## config.mk

```make
export PLATFORM = sky130hd
export DESIGN_NAME = l2_out_plane_arbiter
export DESIGN_NICKNAME = d
export VERILOG_FILES = /design/src/rtl/l2_out_plane_arbiter.sv
export SDC_FILE = /design/constraint.sdc
export NUM_CORES = 1
export LEC_CHECK = 0
export CORE_MARGIN = 10
export CORE_UTILIZATION = 45
export DETAILED_ROUTE_END_ITERATION = 6
export MAX_ROUTING_LAYER = met4
export PLACE_DENSITY_LB_ADDON = 0.25
export SETUP_SLACK_MARGIN = 0.15
export SYNTH_ARGS = -nofsm -noshare
export SYNTH_HDL_FRONTEND = slang
export SYNTH_SLANG_ARGS = --single-unit
export TNS_END_PERCENT = 1
```

## constraint.sdc

```tcl
create_clock -name clk -period 19.2 [get_ports clk]
set_input_delay 3.84 -clock clk [delete_from_list [all_inputs] [get_ports clk]]
set_output_delay 3.84 -clock clk [all_outputs]
set_load 0.02 [all_outputs]
```

## src/rtl/l2_out_plane_arbiter.sv

```systemverilog
// l2_out_plane_arbiter
// Merges the L2 response-out and forward-out channels onto one outgoing
// coherence response plane. Round-robin arbitration (one message per grant)
// feeds a DEPTH-entry FIFO whose head drives the plane. Each entry carries the
// payload plus a source bit (0 = rsp, 1 = fwd).
// Optional build macro L2_OUT_ARB_STATS_EN adds saturating 32-bit grant and
// full-cycle counters; arbitration is identical with or without it.
module l2_out_plane_arbiter #(
    parameter int COH_W  = 5,
    parameter int ID_W   = 4,
    parameter int ADDR_W = 28,
    parameter int LINE_W = 128,
    parameter int MASK_W = 4,
    parameter int DEPTH  = 4,
    parameter int PW     = COH_W + ID_W + 2 + ADDR_W + LINE_W + MASK_W
) (
    input  logic                    clk,
    input  logic                    rst,
    input  logic                    l2_rsp_out_valid,
    input  logic [PW-1:0]           l2_rsp_out_data,
    output logic                    l2_rsp_out_ready,
    input  logic                    l2_fwd_out_valid,
    input  logic [PW-1:0]           l2_fwd_out_data,
    output logic                    l2_fwd_out_ready,
    output logic                    plane_out_valid,
    output logic [PW-1:0]           plane_out_data,
    output logic                    plane_out_src,
    input  logic                    plane_out_ready,
    output logic [$clog2(DEPTH):0]  plane_out_count
`ifdef L2_OUT_ARB_STATS_EN
    ,
    output logic [31:0]             stat_rsp_grants,
    output logic [31:0]             stat_fwd_grants,
    output logic [31:0]             stat_full_cycles
`endif
);

    localparam int AW = $clog2(DEPTH);
    localparam int CW = AW + 1;
    localparam logic [CW-1:0] FULL_CNT = CW'(DEPTH);

    // Storage: {src, payload}; payload storage is not reset, only control is.
    logic [PW:0]    mem [DEPTH];
    logic [AW-1:0]  wptr;
    logic [AW-1:0]  rptr;
    logic [CW-1:0]  count;
    logic           last_fwd;   // 1 = fwd was granted most recently

    logic           pop;
    logic           space;
    logic           grant_rsp;
    logic           grant_fwd;
    logic           push;
    logic           push_src;
    logic [PW-1:0]  push_data;

    // Arbitration and handshake decode; depends only on valids, plane ready and control state.
    always_comb begin
        pop       = plane_out_valid & plane_out_ready;
        space     = (count < FULL_CNT) | pop;
        grant_rsp = l2_rsp_out_valid & (~l2_fwd_out_valid | last_fwd);
        grant_fwd = l2_fwd_out_valid & (~l2_rsp_out_valid | ~last_fwd);
        l2_rsp_out_ready = ~rst & space & grant_rsp;
        l2_fwd_out_ready = ~rst & space & grant_fwd;
        push      = l2_rsp_out_ready | l2_fwd_out_ready;
        push_src  = l2_fwd_out_ready;
        push_data = l2_fwd_out_ready ? l2_fwd_out_data : l2_rsp_out_data;
    end

    // Control state: pointers, occupancy and round-robin history.
    always_ff @(posedge clk) begin
        if (rst) begin
            wptr     <= '0;
            rptr     <= '0;
            count    <= '0;
            last_fwd <= 1'b1;   // rsp wins the first contention after reset
        end else begin
            if (push) begin
                wptr     <= wptr + AW'(1);
                last_fwd <= push_src;
            end
            if (pop) begin
                rptr <= rptr + AW'(1);
            end
            case ({push, pop})
                2'b10:   count <= count + CW'(1);
                2'b01:   count <= count - CW'(1);
                default: count <= count;
            endcase
        end
    end

    // FIFO entry write; a push only lands in a free slot (or the one popping this cycle).
    always_ff @(posedge clk) begin
        if (push) begin
            mem[wptr] <= {push_src, push_data};
        end
    end

    // Head presentation from registered storage; no bypass from the inputs.
    always_comb begin
        plane_out_valid = (count != '0);
        plane_out_src   = mem[rptr][PW];
        plane_out_data  = mem[rptr][PW-1:0];
        plane_out_count = count;
    end

`ifdef L2_OUT_ARB_STATS_EN
    logic [31:0] stat_rsp_q;
    logic [31:0] stat_fwd_q;
    logic [31:0] stat_full_q;

    function automatic logic [31:0] sat_inc(input logic [31:0] v);
        return (v == 32'hFFFF_FFFF) ? v : v + 32'd1;
    endfunction

    // Saturating statistics counters.
    always_ff @(posedge clk) begin
        if (rst) begin
            stat_rsp_q  <= '0;
            stat_fwd_q  <= '0;
            stat_full_q <= '0;
        end else begin
            if (l2_rsp_out_ready) stat_rsp_q <= sat_inc(stat_rsp_q);
            if (l2_fwd_out_ready) stat_fwd_q <= sat_inc(stat_fwd_q);
            if ((count == FULL_CNT) && (l2_rsp_out_valid || l2_fwd_out_valid))
                stat_full_q <= sat_inc(stat_full_q);
        end
    end

    // Counter outputs.
    always_comb begin
        stat_rsp_grants  = stat_rsp_q;
        stat_fwd_grants  = stat_fwd_q;
        stat_full_cycles = stat_full_q;
    end
`endif

endmodule

```

# After elaboration in Yosys (flattened, before gate mapping)
# Memory sizes are Yosys's and may differ from the RTL's. A register that Yosys moved wholly into a read port is not among the register bits.
# Index checks and enable logic that the tools add are counted.
# word_totals
reg_bits,8
ram_bits,688
in_bits,347
out_inout_bits,178
wordCells,34
mem_count,1
# op_classes
add_sub_neg,4
n_lt_le_gt_ge,1
n_eq_ne,2
mux,6
bitwise,14
reduce_logical,2
# memory_table
name,words,word_bits,rd,rd_clocked_by_memory_dff,write_ports,line,rtl
mem,4,172,1,1,1,43,logic [PW:0] mem [DEPTH];
# ops
operator,count
171-bit 2-to-1 mux,1
1-bit AND,6
3-bit one-hot mux with 2 select lines,1
2-bit by 1-bit adder with 2-bit output (second input constant),2
2-bit 2-to-1 mux,2
1-bit inverter,4
1-bit bitwise OR,4
3-bit by 1-bit adder with 3-bit output (second input constant),1
3-bit less-than comparator (second input constant),1
3-bit nonzero test,1
3-bit by 1-bit subtractor with 3-bit output (second input constant),1
2-bit by 1-bit == test with 1-bit output (second input constant),1
2-bit == test (second input constant),1
1-bit 2-to-1 mux,2
2-bit nonzero test,1

# Logic depth before layout (Yosys ltp)
# Gate-level depths: netlist (run 1).
# depth
depth_word,8
depth_mapped,10

# Worst setup path after synthesis (run 1)
# OpenSTA, ideal clock, no wires.
# synth_path
kind,in2reg
startpoint,input rst
endpoint,memory mem[0][0] (netlist bit) (enable)
setup_time_ns,0.554
arrival_ns,8.261
required_time_ns,18.646
setup_slack_ns,10.386
stages,4
path_cell_list,buf_2 inv_2 o211a_1 and2_1
# synth_via
elab_chain_cells,6
word_cells_on_any_way,7
# synth_lines
item,line,rtl
from (decl),18,"input logic rst,"
1-bit inverter *,"63, 64",
1-bit AND *,"63, 64",
1-bit AND (on tied branches),"63, 64",
1-bit bitwise OR *,65,push = l2_rsp_out_ready | l2_fwd_out_ready;
1-bit 2-to-1 mux *,95,if (push) begin
1-bit 2-to-1 mux (not written as such) *,96,"mem[wptr] <= {push_src, push_data};"
to (decl),43,
# Mark *: on every way between the ends. The rest lies on a longest branch, timed or not.

# Worst setup path in the final report (run 1)
# layout_path
startpoint,input rst
endpoint,output l2_fwd_out_ready
# layout_via
elab_chain_cells,3
# layout_lines
item,line,rtl
1-bit inverter,64,l2_fwd_out_ready = ~rst & space & grant_fwd;
1-bit AND (2 in a row),64,
to (decl),24,"output logic l2_fwd_out_ready,"
# No other way between the ends.

==> flow_summary.ini, run 1 <==
[timing]
final.setup.tns_ns = 0
tightest_slew_ns = 1.02
setup_slack_ns = 9.24
slew_headroom = 0.320
finClkSkew_ns = 0.0117
timing.fmax_ghz = 0.100
finalMaxSlewViolations = 0
setup_viol = 0
hold_violations = 0
fin_crit_ns = 9.96
fin_crit_sh = 0.519
rsz0062_at_grt = no

[worst_setup_path]
crit_arrival_ns = 6.12
cpMaxStageDelayCell = and4_4
critPathLaunchType = primary input
slowest_delay_ns = 0.78
worst_r2r_path_depth = 5
reg2reg_slack_ns = 15.64
rr_endpoint = mem[0][139]$_DFFE_PP_
path_cells = clkdlybuf4s50_1 -> inv_2 -> and4_4 -> clkdlybuf4s50_1
crit_type = in2out
cp-end-kind = output pin
cp.required_ns = 15.36
cp_max_fo = 45
cpMostUsedCell = clkdlybuf4s50_1
r2r_start = plane_out_count[2]$_SDFFE_PP0P_

[finish]
postLayoutCellArea_sq_um = 36300
fin_util = 0.587
area_growth_pct = 28.8
drive_gt1_frac = 0.270
fillers = 4572
fin_nets = 2054
n_antenna_cell = 0

[floorplan]
core_area_sq_um = 61800
fp.dieW_um = 270
design.die.area_sq_um = 73100
fp.dieH_um = 270
pin_count = 525
fp-row-count = 91
start_util = 0.456

[power_and_ir_drop]
peakVddDrop_uv = 91.7
power.total_w = 0.00465
powerDensity_nw_per_um2 = 128
p_leak_nw = 11.9

[synth]
synth.most_common_cell = edfxtp_1
syn_area_sq_um = 28200
syn_nets = 1498
synthFlopType = edfxtp_1
yosysWarnings = 0
ys_seq_area_frac = 0.740
ys_top_cells_by_count = 688 x edfxtp_1, 172 x mux4_2, 168 x mux2_4
synth-seq-cells = 698
synthArstFlopShare = 0
synthTopCellsByArea = edfxtp_1 73%, mux4_2 14%, mux2_4 8.9%, buf_12 0.78%, dfxtp_1 0.71%
synthCells = 1145
yosysTopAreaCell = edfxtp_1
synth.distinct_cells = 32
synth_top_area_frac = 0.733
synth_edf_count = 688
syn_avg_cell_area_sq_um = 24.6

[hold_path]
hp-class = reg2reg
hp-start = last_fwd$_SDFFE_PP1P_
whs_path_depth = 1
min_to = last_fwd$_SDFFE_PP1P_

[clock_network]
cts_tree = done
ctsHoldBuffers = 0
htree_levels = 3
insertion_delay_ns = 0.59
clkSinkCount = 698
cts_buffers = 71
clockRootBuffer = clkbuf_16
clock_path_buffers = 3
path_clk_slew_ns = 0.06
post_cts_resized = 0
post_cts_buffers = 0

[routing]
postRouteAntennaNets = 0
wl_mm = 63.4
dr.pass1.iters = 5
wl_per_cell_um = 24.4
vias = 13580
vias_per_cell = 5.24
drcViolationCount = 0
drt_iter0_drc = 846

[global_routing]
grt_pass1_wl_mm = 94.3
first_global_vias = 14558
overflow = 0
grt_max_degree = 66
grt_antenna_before_repair = 0
globalRouteTotalUtil = 0.176

[placed_design]
port_buffers = 524
post-place-ws_ns = 9.22
dpl_cell_area_sq_um = 34100
place.gp.congestion = 0.790
hpwlAfterDp_mm = 41.4

[job]
drv_cap = 0

[outcome]
status = completed
[per-layer routing]
layer,up-vias,track usage,wire [um]
met5,-,-,0
met4,0,0.0412,866
met3,66,0.0482,4910
met2,500,0.279,31400
met1,7043,0.223,26100
li1,5971,-,-
[report_power, final]
| group | switching [W] | total [W] | internal [W] |
|---|---|---|---|
| Clock | 0.000550 | 0.00133 | 0.000777 |
| Sequential | 0.0000681 | 0.00196 | 0.00190 |
| Combinational | 0.000681 | 0.00135 | 0.000673 |
[worst max path at each step]
stage,start,cells past startpoint,slack (ns),to
finish,rst,4,9.24,l2_fwd_out_ready
detailed placement,rst,4,9.22,l2_fwd_out_ready
global route,rst,4,9.12,l2_fwd_out_ready
global placement,rst,4,9.25,l2_fwd_out_ready
floorplan,rst,4,10.39,mem[0][0]$_DFFE_PP_
CTS,rst,4,9.21,l2_fwd_out_ready
[kinds of logic after synthesis]
logic type | count (synthesis) | share of synthesized area
and+or+nand+nor | 19 | 0.00368
adders and majority gates | 6 | 0.00293
buffers and inverters | 66 | 0.0217
AOI/OAI and AO/OA | 7 | 0.00182
muxes | 345 | 0.229
DFF | 698 | 0.740
xor gates and xnor gates | 4 | 0.00124
[registers in the layout, indices dropped and copies added, names as in the netlist, named ones only]
signal and cells:
wptr 2, last_fwd 1, mem 688, rptr 2, plane_out_count 3
[per-stage QoR]
step,std cells,hold WS (ns)
after floorplan,1145,0.449
after global placement,2465,0.469
after detailed placement,2465,0.472
after CTS,2592,0.488
after global routing,2592,0.525
final,2592,0.488
[critical path, delay by kind of cell]
| family | cells | cell delay [ns] |
|---|---|---|
| simple gates | 1 | 0.78 |
| buf+inv | 3 | 1.50 |
[area by class of cell]
class                   count  area (sq um)  share of cell area
clock buffers              81          1900              0.0523
clock inverters            46           355             0.00979
inverters                   8          30.0            0.000827
multi-input cells         381          6730               0.185
flip-flops and latches    698         20900               0.575
well taps                 837          1050              0.0288
repair buffers            541          5370               0.148
[cell usage in the layout, fill, tap and decap left out, types with 4 or more instances in the layout]
| cell | instances |
|---|---|
| clkbuf_1 | 6 |
| mux4_2 | 172 |
| clkbuf_16 | 75 |
| nor2_1 | 7 |
| mux2_4 | 168 |
| edfxtp_1 | 688 |
| dfxtp_1 | 8 |
| clkinv_1 | 18 |
| and2_4 | 4 |
| clkinv_2 | 17 |
| mux2_2 | 4 |
| clkdlybuf4s50_1 | 524 |
| ha_1 | 5 |
| inv_1 | 7 |
| buf_4 | 17 |
| bufinv_16 | 5 |
Power figures use the tool's default switching activity.
==> run 2: changes to the inputs <==
==> constraint.sdc (replaced) <==
create_clock -name clk -period 9.9 [get_ports clk]
set_input_delay 1.98 -clock clk [delete_from_list [all_inputs] [get_ports clk]]
set_output_delay 1.98 -clock clk [all_outputs]
set_load 0.02 [all_outputs]
==> run 2 against run 1 <==
Compared with the run above: clock-buffer cell count rose by 10; final cell count rose by 0.35%; utilization rose by 0.16 points; clock power up 97%; total power rose by 95%; final area is 0.27% higher; critical endpoint unchanged; largest cell class unchanged; largest power group unchanged.
==> flow_summary.ini, run 2 (synthesized netlist as in run 1, its figures left out) <==
[timing]
rsz0062_at_grt = no
finalMaxSlewViolations = 0
setup_viol = 0
finClkSkew_ns = 0.0178
final.setup.tns_ns = 0
timing.fmax_ghz = 0.166
slew_headroom = 0.258
hold_violations = 0
fin_crit_sh = 0.608
tightest_slew_ns = 1.11
fin_crit_ns = 6.02
hold_ws_ns = 0.522

[routing]
vias_per_cell = 5.23
drcViolationCount = 0
vias = 13604
postRouteAntennaNets = 0
wl_mm = 64.3
wl_per_cell_um = 24.7
drt_iter0_drc = 1089
dr.pass1.iters = 5

[hold_path]
hp-class = reg2reg
hp-start = wptr[0]$_SDFFE_PP0P_
min_to = wptr[0]$_SDFFE_PP0P_
whs_path_depth = 2

[clock_network]
clkSinkCount = 698
clockRootBuffer = clkbuf_16
post_cts_buffers = 0
ctsHoldBuffers = 0
cts_buffers = 72
htree_levels = 3
insertion_delay_ns = 0.60
cts_tree = done
path_clk_slew_ns = 0.06
post_cts_resized = 0
clock_path_buffers = 3

[global_routing]
grt_pass1_wl_mm = 95.1
grt_max_degree = 162
first_global_vias = 14681
grt_antenna_before_repair = 5
overflow = 0
globalRouteTotalUtil = 0.178

[finish]
layout.cells.non_filler = 2601
mostFrequentLayoutCell = edfxtp_1
fillers = 4501
layout_common_cells = 688 x edfxtp_1, 524 x clkdlybuf4s50_1, 172 x mux4_2, 168 x mux2_4, 76 x clkbuf_16
drive_gt1_frac = 0.268
area_growth_pct = 29.1
multi_input_area_sq_um = 6730
registers.top_by_ff_count = mem
fin_nets = 2058
regArea_sq_um = 20900
postLayoutCellArea_sq_um = 36400
largest_reg_flops = 688

[floorplan]
core_area_sq_um = 61800
fp-row-count = 91
fp.dieH_um = 270
fp.dieW_um = 270
design.die.area_sq_um = 73100
pin_count = 525
start_util = 0.456

[power_and_ir_drop]
p_leak_nw = 11.9
powerDensity_nw_per_um2 = 249
power.total_w = 0.00907
peakVddDrop_uv = 156

[worst_setup_path]
rr_endpoint = mem[2][111]$_DFFE_PP_
critPathLaunchType = primary input
cp-end-kind = output pin
cp_max_fo = 33
cp.required_ns = 7.92
crit_arrival_ns = 4.04
crit_type = in2out
reg2reg_slack_ns = 6.33
worst_r2r_path_depth = 5
r2r_start = plane_out_count[2]$_SDFFE_PP0P_

[outcome]
status = completed

[job]
drv_cap = 0

[placed_design]
place.gp.congestion = 0.757
dp.cells = 2468
port_buffers = 524
dpl_cell_area_sq_um = 34100
hpwlAfterDp_mm = 42.6
==> run 2: cell count changes in the layout (fill, tap and decap cells not counted), sizes merged <==
cell	before	now
buf	17	20
clkbuf	81	91
clkinv	38	24
clkinvlp	0	1
diode	0	8
inv	11	12
==> run 2: per-layer routing <==
layer  vias to the layer above  part of all wire  GRT usage
met3                        79             0.077     0.0498
met5                         -                 0          -
met4                         0             0.018     0.0503
met2                       483              0.49      0.279
li1                       5983                 -          -
met1                      7059              0.41      0.226
==> run 2: worst max path at each step <==
| stage | startpoint | depth (start not counted) | endpoint | slack (ns) |
|---|---|---|---|---|
| 2_1_floorplan | rst | 4 | mem[0][0]$_DFFE_PP_ | 2.95 |
| 3_3_place_gp | rst | 4 | l2_fwd_out_ready | 3.89 |
| 3_5_place_dp | rst | 4 | l2_fwd_out_ready | 3.87 |
| 4_1_cts | rst | 4 | l2_fwd_out_ready | 3.87 |
| 5_1_grt | rst | 4 | l2_fwd_out_ready | 3.77 |
| 6_report | rst | 4 | l2_fwd_out_ready | 3.88 |
==> run 2: critical path, stage by stage <==
cell and delay (ns):
clkdlybuf4s50_1 0.57, inv_2 0.16, and4_4 0.60, clkdlybuf4s50_1 0.72
==> run 2: layout make-up <==
cell class                      instances  share of cell area
Sequential cell                       698               0.573
Multi-Input combinational cell        381               0.185
Timing Repair Buffer                  544               0.149
Clock buffer                           91              0.0541
Tap cell                              837              0.0288
Clock inverter                         34             0.00904
Inverter                                8            0.000825
Antenna cell                            8            0.000550
==> run 2: stage by stage <==
step	utilization	setup WS, ns
2_1_floorplan	-	2.95
3_3_place_gp	0.551	3.89
3_5_place_dp	0.551	3.87
4_1_cts	0.588	3.87
5_1_grt	0.589	3.77
6_report	0.589	3.88
==> run 2: report_power, final <==
part           switching (W)  leakage, nW  total, W  internal, W
sequential          0.000106         6.37   0.00378      0.00368
combinational        0.00135         4.42   0.00266      0.00131
clock                0.00108         1.12   0.00262      0.00154
total                0.00254         11.9   0.00907      0.00653
